$ cat config.mk
export PLATFORM = sky130hd
export DESIGN_NAME = fetch_unit
export DESIGN_NICKNAME = d
export VERILOG_FILES = /design/src/rtl/fetch_unit.sv
export SDC_FILE = /design/constraint.sdc
export NUM_CORES = 1
export LEC_CHECK = 0
export CAP_MARGIN = 10
export CORE_ASPECT_RATIO = 2
export CORE_MARGIN = 10
export CORE_UTILIZATION = 27
export CTS_BUF_LIST = sky130_fd_sc_hd__clkbuf_16
export DETAILED_ROUTE_END_ITERATION = 10
export REMOVE_ABC_BUFFERS = 1
export SLEW_MARGIN = 15
export SYNTH_ARGS = -nofsm -noshare
export SYNTH_HDL_FRONTEND = slang
export SYNTH_SLANG_ARGS = --single-unit
$ cat constraint.sdc
create_clock -name clk -period 5.1 [get_ports clk]
set_input_delay 0.765 -clock clk [delete_from_list [all_inputs] [get_ports clk]]
set_output_delay 0.765 -clock clk [all_outputs]
set_load 0.005 [all_outputs]
$ cat src/rtl/fetch_unit.sv
// fetch_unit: fetches one instruction at a time from instruction memory and presents it downstream
// until it is consumed, then advances the PC sequentially, jumps, or stops on halt.
module fetch_unit #(
    parameter int unsigned       ADDR_W   = 10,
    parameter logic [ADDR_W-1:0] RESET_PC = '0
) (
    input  logic              clk,
    input  logic              reset,
    output logic [ADDR_W-1:0] imem_addr,
    output logic              imem_rd,
    input  logic [15:0]       imem_data,
    input  logic              imem_valid,
    input  logic              stall,
    input  logic              jump_taken,
    input  logic [ADDR_W-1:0] jump_target,
    input  logic              halt,
    output logic [3:0]        opcode,
    output logic [11:0]       operand,
    output logic              instr_valid,
    output logic [ADDR_W-1:0] pc_out,
    output logic              halted,
    output logic [15:0]       icount
);
    typedef enum logic [1:0] {S_FETCH, S_WAIT, S_ISSUE, S_HALTED} state_t;
    state_t            r_state;
    logic [ADDR_W-1:0] r_pc;
    logic [15:0]       r_ir;
    logic [15:0]       r_icount;
    always_ff @(posedge clk) begin
        if (reset) begin
            r_state  <= S_FETCH;
            r_pc     <= RESET_PC;
            r_ir     <= '0;
            r_icount <= '0;
        end else begin
            case (r_state)
                S_FETCH: r_state <= S_WAIT;
                S_WAIT: begin
                    if (imem_valid) begin
                        r_ir    <= imem_data;
                        r_state <= S_ISSUE;
                    end
                end
                S_ISSUE: begin
                    if (!stall) begin
                        r_icount <= r_icount + 16'(r_icount != 16'hFFFF);
                        r_state  <= halt ? S_HALTED : S_FETCH;
                        if (!halt) r_pc <= jump_taken ? jump_target : r_pc + 1'b1;
                    end
                end
                default: ;
            endcase
        end
    end
    // The read strobe is masked by reset so that no request leaves while reset is held.
    assign imem_rd     = r_state == S_FETCH && !reset;
    assign imem_addr   = r_pc;
    assign pc_out      = r_pc;
    assign opcode      = r_ir[15:12];
    assign operand     = r_ir[11:0];
    assign instr_valid = r_state == S_ISSUE;
    assign halted      = r_state == S_HALTED;
    assign icount      = r_icount;
endmodule

* Word level (Yosys, flattened, before mapping)
Index checks and enable logic that the tools add are counted.
** Storage, ports and cells
- Output and inout port bits :: 55
- Bits in registers :: 44
- Logic and storage cells :: 27
- Input port bits :: 32
** Operators by class
- Muxes and demuxes :: 5
- Eq/ne operators :: 6
- Bitwise operators :: 2
- Add/sub/neg operators :: 2
- Reductions and logical operators :: 8
** Operators by type and width (count)
- adder 16 x 1 -> 16 bit :: 1
- inequality test 16 bit, second input constant :: 1
- adder 10 x 1 -> 10 bit, second input constant :: 1
- 2-to-1 mux 10 bit :: 1
- 2-to-1 mux 2 bit :: 3
- one-hot mux 2 bit (3 select lines) :: 1
- AND reduction 3 bit :: 2
- == test 2 bit, second input constant :: 2
- inequality test 2 bit, second input constant :: 2
- AND reduction 2 bit :: 2
- nonzero test 3 bit :: 1
- == test 2 x 1 -> 1 bit, second input constant :: 1
- zero test 2 bit :: 1
- inverter 1 bit :: 2
- logical AND 1 bit :: 1
- zero test 1 bit :: 1

* Depth between registers and ports, before layout
Gate-level depths: netlist of the first run.
- Word-level depth :: 3
- Mapped depth :: 10
- Gate-level depth less buffers :: 9

* Least setup slack after synthesis of the first run
No wires, ideal clock.
- Kind :: register to register
- From :: reg r_icount[4] (netlist: icount[4])
- To :: reg r_icount[6] (netlist: icount[6])
- Data arrival time :: 2.290 ns
- Path slack :: 2.683 ns
- Buffers on the path :: 1
- Setup time :: 0.128 ns
- Data required time :: 4.972 ns
- Stages on the path, launching flop included :: 11
- Clock period less this slack :: 2.417 ns
- Path through :: dfxtp_1 nand4_2 or2_1 buf_6 or3_2 ha_1 ha_1 and4b_1 nand4_1 xor2_1 nor2_1
** On the way
- Word-level cells in the longest chain between the ends :: 2
** RTL lines
- start: declaration :: RTL line 28 : logic [15:0] r_icount;
- start signal: assignment :: RTL line 46 : r_icount <= r_icount + 16'(r_icount != 16'hFFFF);
- inequality test 16 bit :: RTL line 46
- adder 16 x 1 -> 16 bit (*) :: RTL line 46
Every way passes the cells marked *; elsewhere a longest branch is shown, timed or not.
A chain may end at the register's enable or synchronous reset.

* Worst setup path in the final report of the first run
- From :: reg r_icount[3] (netlist: icount[3])
- To :: reg r_icount[10] (netlist: icount[10])
Same word-level chain as after synthesis.

==> impl_table.tex, run 1 <==
\begin{tabular}{lr}
\hline
Metric & Value \\
\hline
\multicolumn{2}{l}{\textbf{Yosys}} \\
\quad Cell type with the highest aggregate area in the netlist & dfxtp\_1 \\
\quad Most common library cells after synthesis & nand2\_1, dfxtp\_1, a21oi\_1, nor2\_1 \\
\quad Synth area leaders & dfxtp\_1, nand2\_1, a21oi\_1, ha\_1, buf\_4 \\
\quad Post-synthesis mux area share & 2.29\% \\
\quad Compound-cell area share of the yosys netlist & 15.6\% \\
\quad Share of the synthesized area in the top cell type & 40.3\% \\
\quad Share of synthesized flip-flops with an asynchronous set or reset & 0\% \\
\quad Adder and majority gate portion of the synthesized area & 5.15\% \\
\quad Xor and xnor fraction of the mapped netlist area & 3.60\% \\
\quad EDFF count, synth & 0 \\
\quad Mean instance size in the synthesized netlist & 8.17 um2 \\
\quad Dominant synthesized flop cell & dfxtp\_1 \\
\quad Most numerous cell in the Yosys netlist & nand2\_1 \\
\quad Synthesized netlist cell count & 268 \\
\quad Area share of and/or/nand/nor cells after synthesis & 25.8\% \\
\quad FF+latch count, synth & 44 \\
\quad Netlist area before placement & 2190 um2 \\
\quad Share of the yosys chip area belonging to registers & 40.3\% \\
\quad Number of distinct library cells after synthesis & 47 \\
\quad Number of warning messages in the yosys log & 0 \\
\quad Largest family of logic cells by synthesized area & simple AND/OR/NAND/NOR gates \\
\multicolumn{2}{l}{\textbf{Final layout}} \\
\quad Number of diodes & 0 \\
\quad Fraction of final layout cells sized beyond drive strength 1 & 3.82\% \\
\quad FF/Latch Area & 881 um2 \\
\quad P\&R area growth vs syn & 45.3\% \\
\quad Count of filler cells inserted in the layout & 839 \\
\quad Net count of the finished layout & 380 \\
\quad Footprint of the multi-input gates & 1150 um2 \\
\multicolumn{2}{l}{\textbf{Routing}} \\
\quad Per-cell routed wire length & 15.0 um \\
\quad Antenna Nets Post-Route & 0 \\
\quad Number of vias per cell & 4.89 \\
\quad Residual DRC & 0 \\
\quad Violation count after the first detailed-route iteration & 122 \\
\quad Initial DRT Pass Iterations & 4 \\
\quad Total number of vias & 2130 \\
\quad Total length of routed wires & 6.54 mm \\
\multicolumn{2}{l}{\textbf{Global routing}} \\
\quad Vias in the first global route & 2099 \\
\quad Global-route layer with the greatest usage & met2 \\
\quad Met3 routing resource usage after global routing & 2.38\% \\
\quad All-Layer GR Usage & 10.3\% \\
\quad Wire length of the first global-routing pass & 10.7 mm \\
\quad Sum of overflow across all layers after global routing & 0 \\
\quad GRT met2 Usage & 18.8\% \\
\quad Pin count of the biggest net entering global routing & 48 \\
\quad Initial antenna violation count & 0 \\
\quad M1 GR Usage & 10.7\% \\
\multicolumn{2}{l}{\textbf{Worst setup path}} \\
\quad Reg2reg end & icount[10] \\
\quad Maximum fanout count along the critical path & 9 \\
\quad CP Cell Sequence & nand4\_2 -> or2\_1 -> or3\_2 -> ha\_1 -> ha\_1 -> and4b\_1 -> nand4\_1 -> xor2\_1 -> nor2\_1 \\
\quad Setup Crit Path Kind & flop to flop \\
\quad Critical Path AT & 2.75 ns \\
\quad Maximum cell stage delay along the critical path & 0.52 ns \\
\quad Category of the worst setup path capture point & flop \\
\quad Flop-to-flop setup slack & 2.51 ns \\
\quad Startpoint of the worst register-to-register path & icount[3] \\
\quad Slowest library cell on the worst path & or3\_2 \\
\quad Critical Path RT & 5.26 ns \\
\quad Critical Path Most Common Cell & ha\_1 \\
\quad Element type at the critical path start & flop \\
\quad Count of cells along the worst register-to-register path & 9 \\
\multicolumn{2}{l}{\textbf{Placed design}} \\
\quad Placement-stage worst setup slack & 2.50 ns \\
\quad Total of buffers placed on input and output ports & 86 \\
\quad Dpl hpwl & 5.03 mm \\
\quad Global placement routability congestion & 0.793 \\
\multicolumn{2}{l}{\textbf{Hold path}} \\
\quad Endpoint with the worst hold slack & r\_ir[12] \\
\quad Worst hold path class & flop to flop \\
\quad Worst hold path startpoint & r\_ir[12] \\
\quad Hold Path Depth & 2 \\
\multicolumn{2}{l}{\textbf{STA}} \\
\quad Max Clk Rate & 0.385 GHz \\
\quad Final-report max-slew violation count & 0 \\
\quad Final count of negative-setup-slack endpoints & 0 \\
\quad Fin worst setup slack & 2.51 ns \\
\quad Min Tclk post-route & 2.59 ns \\
\quad Worst slew margin & 48.0\% \\
\quad Setup TNS & 0 ns \\
\quad RSZ-0062 raised after global routing & false \\
\quad Worst clock skew & 0.00549 ns \\
\quad Worst slew pin tran & 0.777 ns \\
\quad Number of hold violations in the final report & 0 \\
\quad Worst hold-check slack & 0.453 ns \\
\quad Fraction of the cycle the final worst path needs & 50.9\% \\
\multicolumn{2}{l}{\textbf{Floorplanning}} \\
\quad Horiz. Die Dim & 83.7 um \\
\quad Die area & 12300 um2 \\
\quad Number of rows created at floorplan & 46 \\
\quad Height of the die & 147 um \\
\quad Starting Density & 27.6\% \\
\quad Core ar. & 7940 um2 \\
\quad IO Count & 87 \\
\multicolumn{2}{l}{\textbf{Power}} \\
\quad Max rail drop VDD & 0.000158 V \\
\quad Internal cell power & 0.631 mW \\
\quad Sw power & 0.222 mW \\
\quad Leakage power figure & 1.10 nW \\
\quad Portion of total power attributed to combinational logic & 19.1\% \\
\quad Net Sw Frac & 26.0\% \\
\quad Proportion of power drawn by the clock network & 36.2\% \\
\quad Sequential share of power & 44.7\% \\
\quad Pwr Total & 0.853 mW \\
\quad Cell Pwr Density & 268 nW/um2 \\
\multicolumn{2}{l}{\textbf{CTS}} \\
\quad CTS Root Buffer Type & clkbuf\_16 \\
\quad TritonCTS clock tree & built \\
\quad Post-CTS Setup Repair Bufs & 0 \\
\quad Number of buffers inserted during clock tree synthesis & 5 \\
\quad Post-CTS clock slew at the launch and capture registers of the worst setup and hold paths & 0.06 ns \\
\quad Number of H-tree levels & 2 \\
\quad Number of instances resized during post-cts repair & 0 \\
\quad Clk sinks & 44 \\
\quad Hold buffer count at cts & 0 \\
\quad Clk Latency, worst-skew pair & 0.28 ns \\
\quad Maximum number of buffers from clock root to sink & 2 \\
\multicolumn{2}{l}{\textbf{Job}} \\
\quad Max-cap check violation count & 0 \\
\multicolumn{2}{l}{\textbf{Status}} \\
\quad Outcome & completed \\
\hline
\end{tabular}
power by group through the flow:
| stage | clock [mW] | sequential, mW | combinational, mW |
|---|---|---|---|
| finish | 0.309 | 0.381 | 0.163 |
| floorplan | 0 | 0.387 | 0.0709 |
| global route | 0.330 | 0.385 | 0.181 |
| CTS | 0.318 | 0.381 | 0.167 |
| detailed placement | 0 | 0.389 | 0.166 |
| global placement | 0 | 0.388 | 0.165 |
kinds of logic (layout without fill, tap and decap cells):
kind of cell / after synthesis / after routing
flip-flops: 44 / 44
AO/OA/AOI/OAI: 57 / 57
XOR/XNOR: 9 / 9
AND/OR/NAND/NOR: 114 / 114
multiplexers: 5 / 5
buffers and inverters: 30 / 102
adder cells (fa/ha/maj): 9 / 9
cell type report:
class	instances	area share, %
Clock inverter	3	0.433
Tap cell	96	3.78
Clock buffer	5	3.93
Timing Repair Buffer	88	27.4
Multi-Input combinational cell	194	36.1
Sequential cell	44	27.7
Inverter	6	0.708
worst max-delay path by stage:
stage | start | end
after floorplan | icount[4] | icount[6]
after global placement | reset | imem_rd
after detailed placement | reset | imem_rd
after CTS | reset | imem_rd
after global routing | icount[3] | icount[6]
final | icount[3] | icount[10]
critical path: cells and delay by family (launching register included):
kind | cells | cell delay (ns)
xor+xnor | 1 | 0.16
flops | 1 | 0.45
fa+ha+maj | 2 | 0.44
simple gates | 6 | 1.41
state kept, by name (all words and copies together), names as in the netlist:
name and count:
r_ir 16, imem_addr 10, r_state 2, icount 16
cell usage in the layout (no fill, tap or decap), types with 2 or more instances in the layout:
cell	Yosys	layout
a211oi_1	4	4
a21oi_1	28	28
a22oi_1	2	2
a31oi_1	3	3
and2_1	2	2
and4b_1	2	2
buf_4	10	2
clkbuf_16	0	5
clkdlybuf4s50_1	0	85
clkinv_2	0	2
dfxtp_1	44	44
ha_1	9	9
inv_1	6	6
mux2i_1	5	5
nand2_1	48	48
nand3_1	10	10
nand4_1	8	8
nor2_1	19	19
nor2b_1	4	4
nor3_1	3	3
nor4_1	2	2
o21ai_0	8	8
o31ai_1	4	4
or3_1	3	3
or4_1	2	2
xor2_1	8	8
metal layers:
metal | vias to the layer above | part of all wire (%) | wire (um)
li1 | 1073 | - | -
met1 | 987 | 40 | 2620
met2 | 62 | 53 | 3460
met3 | 8 | 5.1 | 336
met4 | 0 | 2.1 | 136
met5 | - | 0 | 0
through the flow:
| step | cell area (um2) | instances | utilization (%) |
|---|---|---|---|
| 6_report | 3180 | 436 | 40.0 |
| 4_1_cts | 3180 | 436 | 40.0 |
| 3_5_place_dp | 3040 | 428 | 38.3 |
| 2_1_floorplan | 2050 | 244 | - |
| 5_1_grt | 3180 | 436 | 40.0 |
| 3_3_place_gp | 3040 | 428 | 38.3 |
Power figures use the tool's default switching activity.
==> inputs of run 2 (changes only) <==
clock period = 2.4 ns   (was 5.1 ns; I/O delays follow)
==> impl_table.tex, run 2 (synthesis results as in run 1) <==
\begin{tabular}{lr}
\hline
Metric & Value \\
\hline
\multicolumn{2}{l}{\textbf{Global routing}} \\
\quad Sum of overflow across all layers after global routing & 0 (unchanged) \\
\quad Vias in the first global route & 2218 (was 2099) \\
\quad Wire length of the first global-routing pass & 11.2 mm (was 10.7 mm) \\
\quad Pin count of the biggest net entering global routing & 47 (was 48) \\
\quad Initial antenna violation count & 0 (unchanged) \\
\quad All-Layer GR Usage & 11.0\% (was 10.3\%) \\
\multicolumn{2}{l}{\textbf{Final layout}} \\
\quad Net count of the finished layout & 395 (was 380) \\
\quad Number of diodes & 0 (unchanged) \\
\quad P\&R area growth vs syn & 52.8\% (was 45.3\%) \\
\quad Highest-count cells in the layout ignoring fill and taps & clkdlybuf4s50\_1, nand2\_1, dfxtp\_1 (unchanged) \\
\quad Post-route insts no fill & 451 (was 436) \\
\quad Count of filler cells inserted in the layout & 815 (was 839) \\
\quad Leading cell type in the layout, fill and taps excluded & clkdlybuf4s50\_1 (unchanged) \\
\quad Fraction of final layout cells sized beyond drive strength 1 & 9.58\% (was 3.82\%) \\
\multicolumn{2}{l}{\textbf{STA}} \\
\quad Number of hold violations in the final report & 0 (unchanged) \\
\quad Worst slew margin & 61.4\% (was 48.0\%) \\
\quad Setup TNS & 0 ns (unchanged) \\
\quad Final count of negative-setup-slack endpoints & 0 (unchanged) \\
\quad Worst slew pin tran & 0.580 ns (was 0.777 ns) \\
\quad Min Tclk post-route & 2.27 ns (was 2.59 ns) \\
\quad Fraction of the cycle the final worst path needs & 94.6\% (was 50.9\%) \\
\quad Max Clk Rate & 0.441 GHz (was 0.385 GHz) \\
\quad Final-report max-slew violation count & 0 (unchanged) \\
\quad Worst clock skew & 0.00601 ns (was 0.00549 ns) \\
\quad RSZ-0062 raised after global routing & false (unchanged) \\
\quad Worst hold-check slack & 0.452 ns (was 0.453 ns) \\
\multicolumn{2}{l}{\textbf{Floorplanning}} \\
\quad Height of the die & 147 um (unchanged) \\
\quad Horiz. Die Dim & 83.7 um (unchanged) \\
\quad Number of rows created at floorplan & 46 (unchanged) \\
\quad IO Count & 87 (unchanged) \\
\quad Starting Density & 27.6\% (unchanged) \\
\quad Die area & 12300 um2 (unchanged) \\
\quad Core ar. & 7940 um2 (unchanged) \\
\multicolumn{2}{l}{\textbf{Routing}} \\
\quad Antenna Nets Post-Route & 0 (unchanged) \\
\quad Number of vias per cell & 4.85 (was 4.89) \\
\quad Per-cell routed wire length & 15.3 um (was 15.0 um) \\
\quad Initial DRT Pass Iterations & 4 (unchanged) \\
\quad Violation count after the first detailed-route iteration & 83 (was 122) \\
\quad Total length of routed wires & 6.88 mm (was 6.54 mm) \\
\quad Total number of vias & 2188 (was 2130) \\
\quad Residual DRC & 0 (unchanged) \\
\multicolumn{2}{l}{\textbf{Job}} \\
\quad Max-cap check violation count & 0 (unchanged) \\
\multicolumn{2}{l}{\textbf{CTS}} \\
\quad Clk sinks & 44 (unchanged) \\
\quad Number of H-tree levels & 2 (unchanged) \\
\quad TritonCTS clock tree & built (unchanged) \\
\quad Maximum number of buffers from clock root to sink & 2 (unchanged) \\
\quad Clk Latency, worst-skew pair & 0.29 ns (was 0.28 ns) \\
\quad Number of buffers inserted during clock tree synthesis & 5 (unchanged) \\
\quad Post-CTS clock slew at the launch and capture registers of the worst setup and hold paths & 0.06 ns (about the same) \\
\quad CTS Root Buffer Type & clkbuf\_16 (unchanged) \\
\quad Hold buffer count at cts & 0 (unchanged) \\
\multicolumn{2}{l}{\textbf{Power}} \\
\quad Max rail drop VDD & 0.000261 V (was 0.000158 V) \\
\quad Cell Pwr Density & 579 nW/um2 (was 268 nW/um2) \\
\quad Leakage power figure & 1.18 nW (was 1.10 nW) \\
\multicolumn{2}{l}{\textbf{Worst setup path}} \\
\quad Critical Path AT & 2.43 ns (was 2.75 ns) \\
\quad Slowest library cell on the worst path & or3\_4 (was or3\_2) \\
\quad Element type at the critical path start & flop (unchanged) \\
\quad Maximum fanout count along the critical path & 5 (was 9) \\
\quad Critical Path Most Common Cell & nand4\_1 (was ha\_1) \\
\quad Category of the worst setup path capture point & flop (unchanged) \\
\quad Maximum cell stage delay along the critical path & 0.41 ns (was 0.52 ns) \\
\quad Critical Path RT & 2.56 ns (was 5.26 ns) \\
\quad Setup Crit Path Kind & flop to flop (unchanged) \\
\quad CP Cell Sequence & nand4\_1 -> or2\_1 -> or3\_4 -> ha\_4 -> ha\_1 -> and4b\_2 -> nand4\_1 -> xor2\_1 -> nor2\_1 (was nand4\_2 -> or2\_1 -> or3\_2 -> ha\_1 -> ha\_1 -> and4b\_1 -> nand4\_1 -> xor2\_1 -> nor2\_1) \\
\multicolumn{2}{l}{\textbf{Hold path}} \\
\quad Worst hold path class & flop to flop (unchanged) \\
\multicolumn{2}{l}{\textbf{Placed design}} \\
\quad Dpl hpwl & 5.27 mm (was 5.03 mm) \\
\quad Placed Cells & 441 (was 428) \\
\quad Global placement routability congestion & 0.786 (was 0.793) \\
\quad Total of buffers placed on input and output ports & 86 (unchanged) \\
\multicolumn{2}{l}{\textbf{Status}} \\
\quad Outcome & completed (unchanged) \\
\hline
\end{tabular}
## run 2: metrics by stage
stage,util (%),power (mW),area (um2),setup slack (ns)
after floorplan,-,0.974,2050,0.0442
after global placement,39.5,1.18,3140,0.112
after detailed placement,39.5,1.18,3140,0.0422
after CTS,41.6,1.98,3310,0.0231
after global routing,42.1,2.03,3340,0.0235
final,42.1,1.94,3340,0.131
## run 2: final timing paths
path,start,to,slack [ns],cells after the start
max reg2reg,icount[7],icount[10],0.13,9
min reg2reg,r_ir[5],r_ir[5],0.45,2
max,icount[7],icount[10],0.13,9
min,r_ir[5],r_ir[5],0.45,2
## run 2: routing by layer
layer | vias up | share of wire [%] | track usage, %
met2 | 63 | 55 | 20.7
met3 | 8 | 5.7 | 3.43
li1 | 1099 | - | -
met1 | 1018 | 37 | 10.3
met5 | - | 0 | 0
met4 | 0 | 1.9 | 5.05
## run 2: layout make-up
class | count | area (um2) | area share (%)
multi-input combinational | 194 | 1160 | 34.8
clock buffer | 5 | 125 | 3.74
clock inverter | 3 | 42.5 | 1.27
inverter | 6 | 22.5 | 0.674
sequential | 44 | 885 | 26.5
tap | 96 | 120 | 3.59
timing repair buffer | 103 | 983 | 29.4
## run 2: timing repair
item                       in CTS  in global routing
resized for setup               0                  7
setup endpoints to repair       0                  5
buffers inserted                0                  2
## run 2: where the power goes
part | switching (mW) | leakage (nW) | internal (mW)
clock network | 0.288 | 0.0798 | 0.489
registers | 0.0346 | 0.358 | 0.774
logic | 0.161 | 0.745 | 0.190
total | 0.483 | 1.18 | 1.45
## run 2: worst max-delay path, delay by kind of cell, from the launching register on
| family | cells | cell delay [ns] |
|---|---|---|
| simple gates | 6 | 1.25 |
| fa+ha+maj | 2 | 0.37 |
| xor+xnor | 1 | 0.18 |
| flops | 1 | 0.34 |
